### src/rtl/collision_detector.sv
// Per-frame bird/pipe overlap counter with a grace/armed/hit FSM for the game controller.
// Define COLLISION_FLOOR_EN to enable floor-contact detection (FLOOR_Y).
module collision_detector #(
    parameter int H_VISIBLE     = 640,
    parameter int V_VISIBLE     = 480,
    parameter int HIT_THRESHOLD = 4,
    parameter int GRACE_FRAMES  = 2
`ifdef COLLISION_FLOOR_EN
    ,
    parameter int FLOOR_Y       = 470
`endif
) (
    input  logic        clk,
    input  logic        reset,
    input  logic        enable,
    input  logic        clear,
    input  logic [9:0]  hCount,
    input  logic [9:0]  vCount,
    input  logic        bird_pixel,
    input  logic        pipe_pixel,
    output logic        collision,
    output logic        game_over,
    output logic [11:0] overlap_count,
    output logic        frame_done
);

    typedef enum logic [1:0] {IDLE, GRACE, ARMED, HIT} state_t;

    localparam int GW = (GRACE_FRAMES > 0) ? $clog2(GRACE_FRAMES + 1) : 1;

    state_t        state;
    logic [GW-1:0] grace_cnt;
    logic [11:0]   frame_cnt;
    logic [9:0]    prev_h;
    logic [9:0]    prev_v;
    logic          floor_flag;

    logic new_pixel;
    logic frame_start;
    logic visible;
    logic overlap_px;
    logic restart;
    logic eval;
    logic hit_now;

    // The scan may dwell on a coordinate; only its first cycle counts.
    assign new_pixel   = {hCount, vCount} != {prev_h, prev_v};
    assign frame_start = new_pixel && hCount == 10'd0 && vCount == 10'd0;
    assign visible     = hCount < 10'(H_VISIBLE) && vCount < 10'(V_VISIBLE);
    assign overlap_px  = new_pixel && enable && visible && bird_pixel && pipe_pixel;
    assign restart     = clear && state != IDLE;
    assign eval        = frame_start && enable && !restart;
    assign hit_now     = frame_cnt >= 12'(HIT_THRESHOLD) || floor_flag;

    always_ff @(posedge clk) begin
        if (reset) begin
            prev_h <= 10'h3FF;
            prev_v <= 10'h3FF;
        end else begin
            prev_h <= hCount;
            prev_v <= vCount;
        end
    end

    // Pixel (0,0) belongs to the frame that starts on it.
    always_ff @(posedge clk) begin
        if (reset || restart) begin
            frame_cnt <= 12'd0;
        end else if (eval) begin
            frame_cnt <= overlap_px ? 12'd1 : 12'd0;
        end else if (overlap_px && frame_cnt != 12'hFFF) begin
            frame_cnt <= frame_cnt + 12'd1;
        end
    end

`ifdef COLLISION_FLOOR_EN
    logic floor_px;

    assign floor_px = new_pixel && enable && bird_pixel && vCount >= 10'(FLOOR_Y);

    always_ff @(posedge clk) begin
        if (reset || restart) begin
            floor_flag <= 1'b0;
        end else if (eval) begin
            floor_flag <= floor_px;
        end else if (floor_px) begin
            floor_flag <= 1'b1;
        end
    end
`else
    assign floor_flag = 1'b0;
`endif

    always_ff @(posedge clk) begin
        if (reset) begin
            state         <= IDLE;
            grace_cnt     <= '0;
            collision     <= 1'b0;
            game_over     <= 1'b0;
            overlap_count <= 12'd0;
            frame_done    <= 1'b0;
        end else begin
            collision  <= 1'b0;
            frame_done <= 1'b0;
            if (restart) begin
                state     <= GRACE;
                grace_cnt <= GW'(GRACE_FRAMES);
                game_over <= 1'b0;
            end else if (enable) begin
                if (eval) begin
                    overlap_count <= frame_cnt;
                    frame_done    <= 1'b1;
                end
                case (state)
                    IDLE: begin
                        state     <= GRACE;
                        grace_cnt <= GW'(GRACE_FRAMES);
                    end
                    GRACE: begin
                        if (eval) begin
                            if (grace_cnt == '0) begin
                                state <= ARMED;
                            end else begin
                                grace_cnt <= grace_cnt - 1'b1;
                            end
                        end
                    end
                    ARMED: begin
                        if (eval && hit_now) begin
                            state     <= HIT;
                            collision <= 1'b1;
                            game_over <= 1'b1;
                        end
                    end
                    HIT: begin
                        game_over <= 1'b1;
                    end
                    default: begin
                        state <= IDLE;
                    end
                endcase
            end
        end
    end

endmodule
### config.mk
export PLATFORM = sky130hd
export DESIGN_NAME = collision_detector
export DESIGN_NICKNAME = d
export VERILOG_FILES = /design/src/rtl/collision_detector.sv
export SDC_FILE = /design/constraint.sdc
export NUM_CORES = 1
export LEC_CHECK = 0
export CORE_MARGIN = 3
export CORE_UTILIZATION = 30
export CTS_BUF_LIST = sky130_fd_sc_hd__clkbuf_2 sky130_fd_sc_hd__clkbuf_4 sky130_fd_sc_hd__clkbuf_8
export DETAILED_ROUTE_END_ITERATION = 12
export PLACE_DENSITY = 0.52
export SETUP_SLACK_MARGIN = 0.15
export SLEW_MARGIN = 0
export SYNTH_ARGS = -nofsm -noshare
export SYNTH_HDL_FRONTEND = slang
export SYNTH_SLANG_ARGS = --single-unit
### constraint.sdc
create_clock -name clk -period 3.9 [get_ports clk]
set_clock_uncertainty 0.1 [all_clocks]
set_input_delay 0.78 -clock clk [delete_from_list [all_inputs] [get_ports clk]]
set_output_delay 0.78 -clock clk [all_outputs]
set_load 0.005 [all_outputs]
# After elaboration in Yosys (flattened, before gate mapping)
# Cells that the tools add are included.
# op_classes
n_lt_le_gt_ge,3
n_eq_ne,13
n_mux,18
bitwise,3
addsub,2
reduce_logical,35
# op_table
operator,n
$mux 12,2
$logic_not 10->1,2
$ne 20x20->1,1
$mux 2,7
$add 12x1->12 const B,1
$ge 12x3->1 const B,1
$logic_and 1x1->1,12
$ne 12x12->1 const B,1
$ne 3x3->1 const B,4
$lt 10x10->1 const B,1
$lt 10x9->1 const B,1
$reduce_and 5->1,2
$reduce_bool 2->1,5
$ne 2x2->1 const B,4
$reduce_and 4->1,2
$mux 1,6
$pmux 2 s3,1
$reduce_and 3->1,2
$reduce_bool 3->1,2
$eq 2x2->1 const B,2
$logic_not 2->1,2
$pmux 2 s2,1
$reduce_bool 4->1,1
$reduce_or 4->1,1
other kinds (8),10
# totals
output_inout_bits,15
ff_bits,51
in_bits,26
elab_cells,85

# Logic depth before layout (Yosys ltp)
# logic_depth
depth_word,10
ltp_mapped,9
mapped_depth_nobuf,7

# Worst setup path before layout
# Ideal clock, no wire load.
# synth_path
kind,in2reg
startpoint,input port vCount[0]
endpoint,register overlap_count[10]
path_buffers,2
cell_stages,8
slack_ns,1.535
required_time_ns,3.672
setup_ns,0.128
arrival_ns,2.137
path_cell_list,xor2_1 -> nor4_2 -> nand3_2 -> o2111ai_2 -> buf_6 -> buf_4 -> mux2i_1 -> nor2_1
# synth_via
elab_chain_len,6
word_cells_on_any_way,7
cone_classes,eq/ne (1); reduce/logical (6)
# synth_rtl
item,line,text
start: declaration,18,"input logic [9:0] vCount,"
$ne 20x20->1,47,"assign new_pixel = {hCount, vCount} != {prev_h, prev_v};"
$logic_and 1x1->1,48,assign frame_start = new_pixel && hCount == 10'd0 && vCount == 10'd0;
$logic_and 1x1->1 *,48,
$logic_and 1x1->1 * (2 in a row),52,assign eval = frame_start && enable && !restart;
$reduce_and 3->1 (no line) *,--,
end signal: assignment,111,overlap_count <= frame_cnt;
end: declaration,23,"output logic [11:0] overlap_count,"
# Mark *: on every way between the ends. The rest lies on a longest branch, timed or not.
# A chain may end at the register's enable or synchronous reset.

# Final worst setup path
# layout_path
startpoint,input port hCount[8]
endpoint,register frame_cnt[0]
# layout_via
elab_chain_len,7
word_cells_on_any_way,16
cone_classes,order compare (1); eq/ne (1); mux (2); reduce/logical (12)
# layout_rtl
item,line,text
start: declaration,17,"input logic [9:0] hCount,"
$lt 10x10->1 / $ne 20x20->1 (equally long branches),"49, 47",
$logic_and 1x1->1 (on tied branches),"49, 50",
$logic_and 1x1->1 (3 in a row),50,assign overlap_px = new_pixel && enable && visible && bird_pixel && pipe_pixel;
$mux 1 / $logic_and 1x1->1 (equally long branches),"70, 71",
$mux 12 / $reduce_bool 2->1 (equally long branches),--,
end signal: assignment,70,frame_cnt <= overlap_px ? 12'd1 : 12'd0;
end signal: assignment,72,frame_cnt <= frame_cnt + 12'd1;
end: declaration,33,logic [11:0] frame_cnt;
# Parallel ways exist; a longest one is shown, timed or not.

==> out/metrics.csv <==
stage,metric,value,unit
global_routing,met1 global-route usage,16.52,%
sta,crit path time final,2808,ps
routing,initial DRC count,106,
sta,part of the cycle the worst path needs,71.99,%
synthesis,Post-synth EDFFs,0,
synthesis,simple-gate share of the synthesized area,26.88,%
synthesis,ranking of synthesized cells by area,"dfxtp_1, xor2_1, nor2_1, or2_2, mux2i_1",
worst_hold_path,hold crit path type,reg -> reg,
clock_tree,setup bufs post-CTS,0,
clock_tree,Post-CTS Resized,0,
worst_setup_path,Worst EP arrival,2910,ps
worst_setup_path,crit path max fanout,17,
sta,RSZ-0062 raised after global routing,no,
synthesis,Synth Area per Inst,9.346,um^2
synthesis,Synth cell types,41,
worst_setup_path,crit-path max cell delay,490,ps
clock_tree,CTS Buffer Depth,2,
finish,layout cell share with drive strength beyond 1,14.47,%
synthesis,largest family of logic cells by synthesized area,simple AND/OR/NAND/NOR gates,
synthesis,"Top FF cell, synth",dfxtp_1,
clock_tree,Worst-Skew Late Latency,310,ps
synthesis,Syn Std Cell Area,2449,um^2
routing,antenna-violating nets left,0,
synthesis,portion of netlist area occupied by mux cells,4.497,%
routing,Remaining DRCs,0,
power_and_ir_drop,PD cells,369.9,nW/um^2
clock_tree,CTS tree,yes,
sta,relative slew slack,32.42,%
global_routing,initial antenna violation count,0,
worst_setup_path,Reg-to-Reg Start,frame_cnt[2],
finish,# diodes,0,
worst_setup_path,"Req. time, crit path",4000,ps
floorplan,initial cell density of the core,31.36,%
global_routing,largest net degree at the start of global routing,37,
global_routing,global-route wire length before repair,8949,um
synthesis,top post-synthesis cells by count,"dfxtp_1, nor2_1, or2_2, xor2_1, nand2_1",
worst_setup_path,Critical Path Slowest Stage Cell,clkdlybuf4s50_1,
synthesis,area share of the largest cell type after synthesis,41.70,%
place,Placer Congestion,0.7801,
place,placed wire-length estimate,4033,um
global_routing,routing usage on met3,3.597,%
sta,setup_tns,0,ps
global_routing,All-Layer GR Usage,12.54,%
sta,Peak Freq,0.3562,GHz
floorplan,core area,7807,um^2
synthesis,Synth Net Count,296,
worst_setup_path,FF-to-FF setup slack,1510,ps
clock_tree,clock sink total,51,
worst_hold_path,hold worst-path end,game_over,
floorplan,Site Rows,32,
synthesis,post-synthesis sequential area ratio,41.70,%
floorplan,die area,9282,um^2
worst_setup_path,crit path cell chain,clkdlybuf4s50_1 > xor2_1 > nor4_2 > nand3_2 > o2111ai_2 > buf_4 > nor2_1 > a21oi_1 > a21boi_1,
synthesis,post-synthesis adder-cell area fraction,4.088,%
finish,nets@finish,337,
worst_hold_path,hold path startpoint,game_over,
synthesis,ys async rst share,0,%
clock_tree,# hold bufs at CTS,0,
finish,Filler Cells Inserted,822,
synthesis,"area leader, netlist",dfxtp_1,
clock_tree,clk slew on worst S/H paths,90,ps
synthesis,Seq cells post-synth,51,
synthesis,Syn Inst Count,262,
worst_setup_path,r2r endpoint,frame_cnt[0],
sta,endpoints failing hold,0,
synthesis,Synth Area in XOR/XNOR,10.73,%
finish,area grow syn2layout,25.14,%
worst_setup_path,Worst Setup End Kind,register,
synthesis,most common cell in the netlist,dfxtp_1,
worst_setup_path,Worst R2R Path Depth,7,
global_routing,vias in the first global route,1829,
clock_tree,CTS root buf,clkbuf_8,
global_routing,total grt overflow,0,
worst_setup_path,Startpoint Class,input port,
run,# Max-Cap Violations,0,
floorplan,Horiz. Die Dim,96.35,um
routing,Via density,4.665,
worst_setup_path,WS Path Type,in -> reg,
power_and_ir_drop,Pwr Total,1.133,mW
synthesis,post-synthesis compound-gate area fraction,8.533,%
worst_hold_path,Hold Path Stages,1,
clock_tree,number of CTS-inserted buffers,5,
outcome,status,completed,
floorplan,I/O pin count,41,
floorplan,DIE HEIGHT,96.35,um
sta,Pins Over Slew Limit,0,
power_and_ir_drop,Static Leak,1.089,nW
routing,TritonRoute pass-1 iters,4,
routing,DRT Wirelength,5540,um
power_and_ir_drop,peak supply drop,150.0,uV
synthesis,Yosys Warn Count,0,
place,PortBufs,40,
sta,Worst-Margin Slew,1010,ps
routing,vias,1894,
sta,Finish-stage setup viols,0,
global_routing,most used routing layer,met2,
clock_tree,H-tree levels,2,
global_routing,grt met2 use,19.61,%
routing,Avg WL per Cell,13.65,um
[critical path, delay by kind of cell]
family | cells | cell delay [ps]
buffers and inverters | 2 | 800
xor gates and xnor gates | 1 | 180
AOI/OAI and AO/OA | 3 | 510
and+or+nand+nor | 3 | 640
[registers in the layout (all words and copies together), names as in the netlist]
register and count:
frame_cnt 12, overlap_count 12, prev_h 10, prev_v 10
grace_cnt 2, state 2, collision 1, frame_done 1
game_over 1
[cell usage in the layout, fill, tap and decap left out, drive strengths merged]
master / count
a41oi: 1
nand4: 2
or3b: 1
o2111ai: 3
nor3b: 1
xnor2: 10
ha: 8
nand2: 14
or2: 20
nor4b: 5
mux2i: 11
a21boi: 2
clkinvlp: 1
dfxtp: 51
o311ai: 1
a311o: 1
o22ai: 1
inv: 11
buf: 3
o21ai: 8
xor2: 20
nor2: 37
nor3: 4
and3: 1
or4: 3
nand2b: 2
bufinv: 1
nor4: 14
o211ai: 2
nand3: 7
nor2b: 2
a21oi: 7
o21a: 3
a311oi: 1
clkdlybuf4s50: 40
clkbuf: 5
[cell families after synthesis]
| group | Yosys count |
|---|---|
| multiplexers | 11 |
| AO/OA/AOI/OAI | 30 |
| flip-flops | 51 |
| XOR/XNOR | 30 |
| adder cells (fa/ha/maj) | 8 |
| buffers and inverters | 19 |
| AND/OR/NAND/NOR | 113 |
[final cells by class]
| class | count | area (um^2) | area share (%) |
|---|---|---|---|
| Timing Repair Buffer | 43 | 422.9 | 13.80 |
| Sequential cell | 51 | 1021 | 33.32 |
| Multi-Input combinational cell | 192 | 1340 | 43.73 |
| Inverter | 10 | 37.54 | 1.225 |
| Clock inverter | 3 | 46.29 | 1.511 |
| Tap cell | 102 | 127.6 | 4.165 |
| Clock buffer | 5 | 68.82 | 2.246 |
[power by group]
group	total [mW]	switching, mW	internal [mW]
clock network	0.381	0.187	0.193
logic	0.198	0.107	0.0913
registers	0.555	0.0132	0.541
total	1.13	0.307	0.826
[worst max path at each step]
stage,start,to,depth (start not counted)
finish,hCount[8],frame_cnt[0],9
global route,hCount[8],overlap_count[5],8
floorplan,vCount[0],overlap_count[10],8
detailed placement,hCount[8],overlap_count[7],8
CTS,hCount[8],frame_cnt[0],9
global placement,hCount[8],overlap_count[9],8
[metrics by stage]
| step | hold slack [ps] | instance area, um^2 | worst slack (ps) | utilization, % | std cells |
|---|---|---|---|---|---|
| finish | 397.3 | 3064 | 1092 | 39.25 | 406 |
| CTS | 400.7 | 3064 | 1066 | 39.25 | 406 |
| global route | 424.6 | 3064 | 919.4 | 39.25 | 406 |
| floorplan | 360.3 | 2449 | 1535 | - | 262 |
| detailed placement | 366.5 | 2949 | 722.6 | 37.77 | 398 |
| global placement | 358.0 | 2949 | 752.2 | 37.77 | 398 |
[layer usage]
metal / share of wire, % / up-vias
met5: 0 / -
met4: 1.2 / 0
met3: 5.6 / 5
met2: 44 / 38
met1: 50 / 872
li1: - / 979
Note: power is estimated with default switching activity, not from simulation.
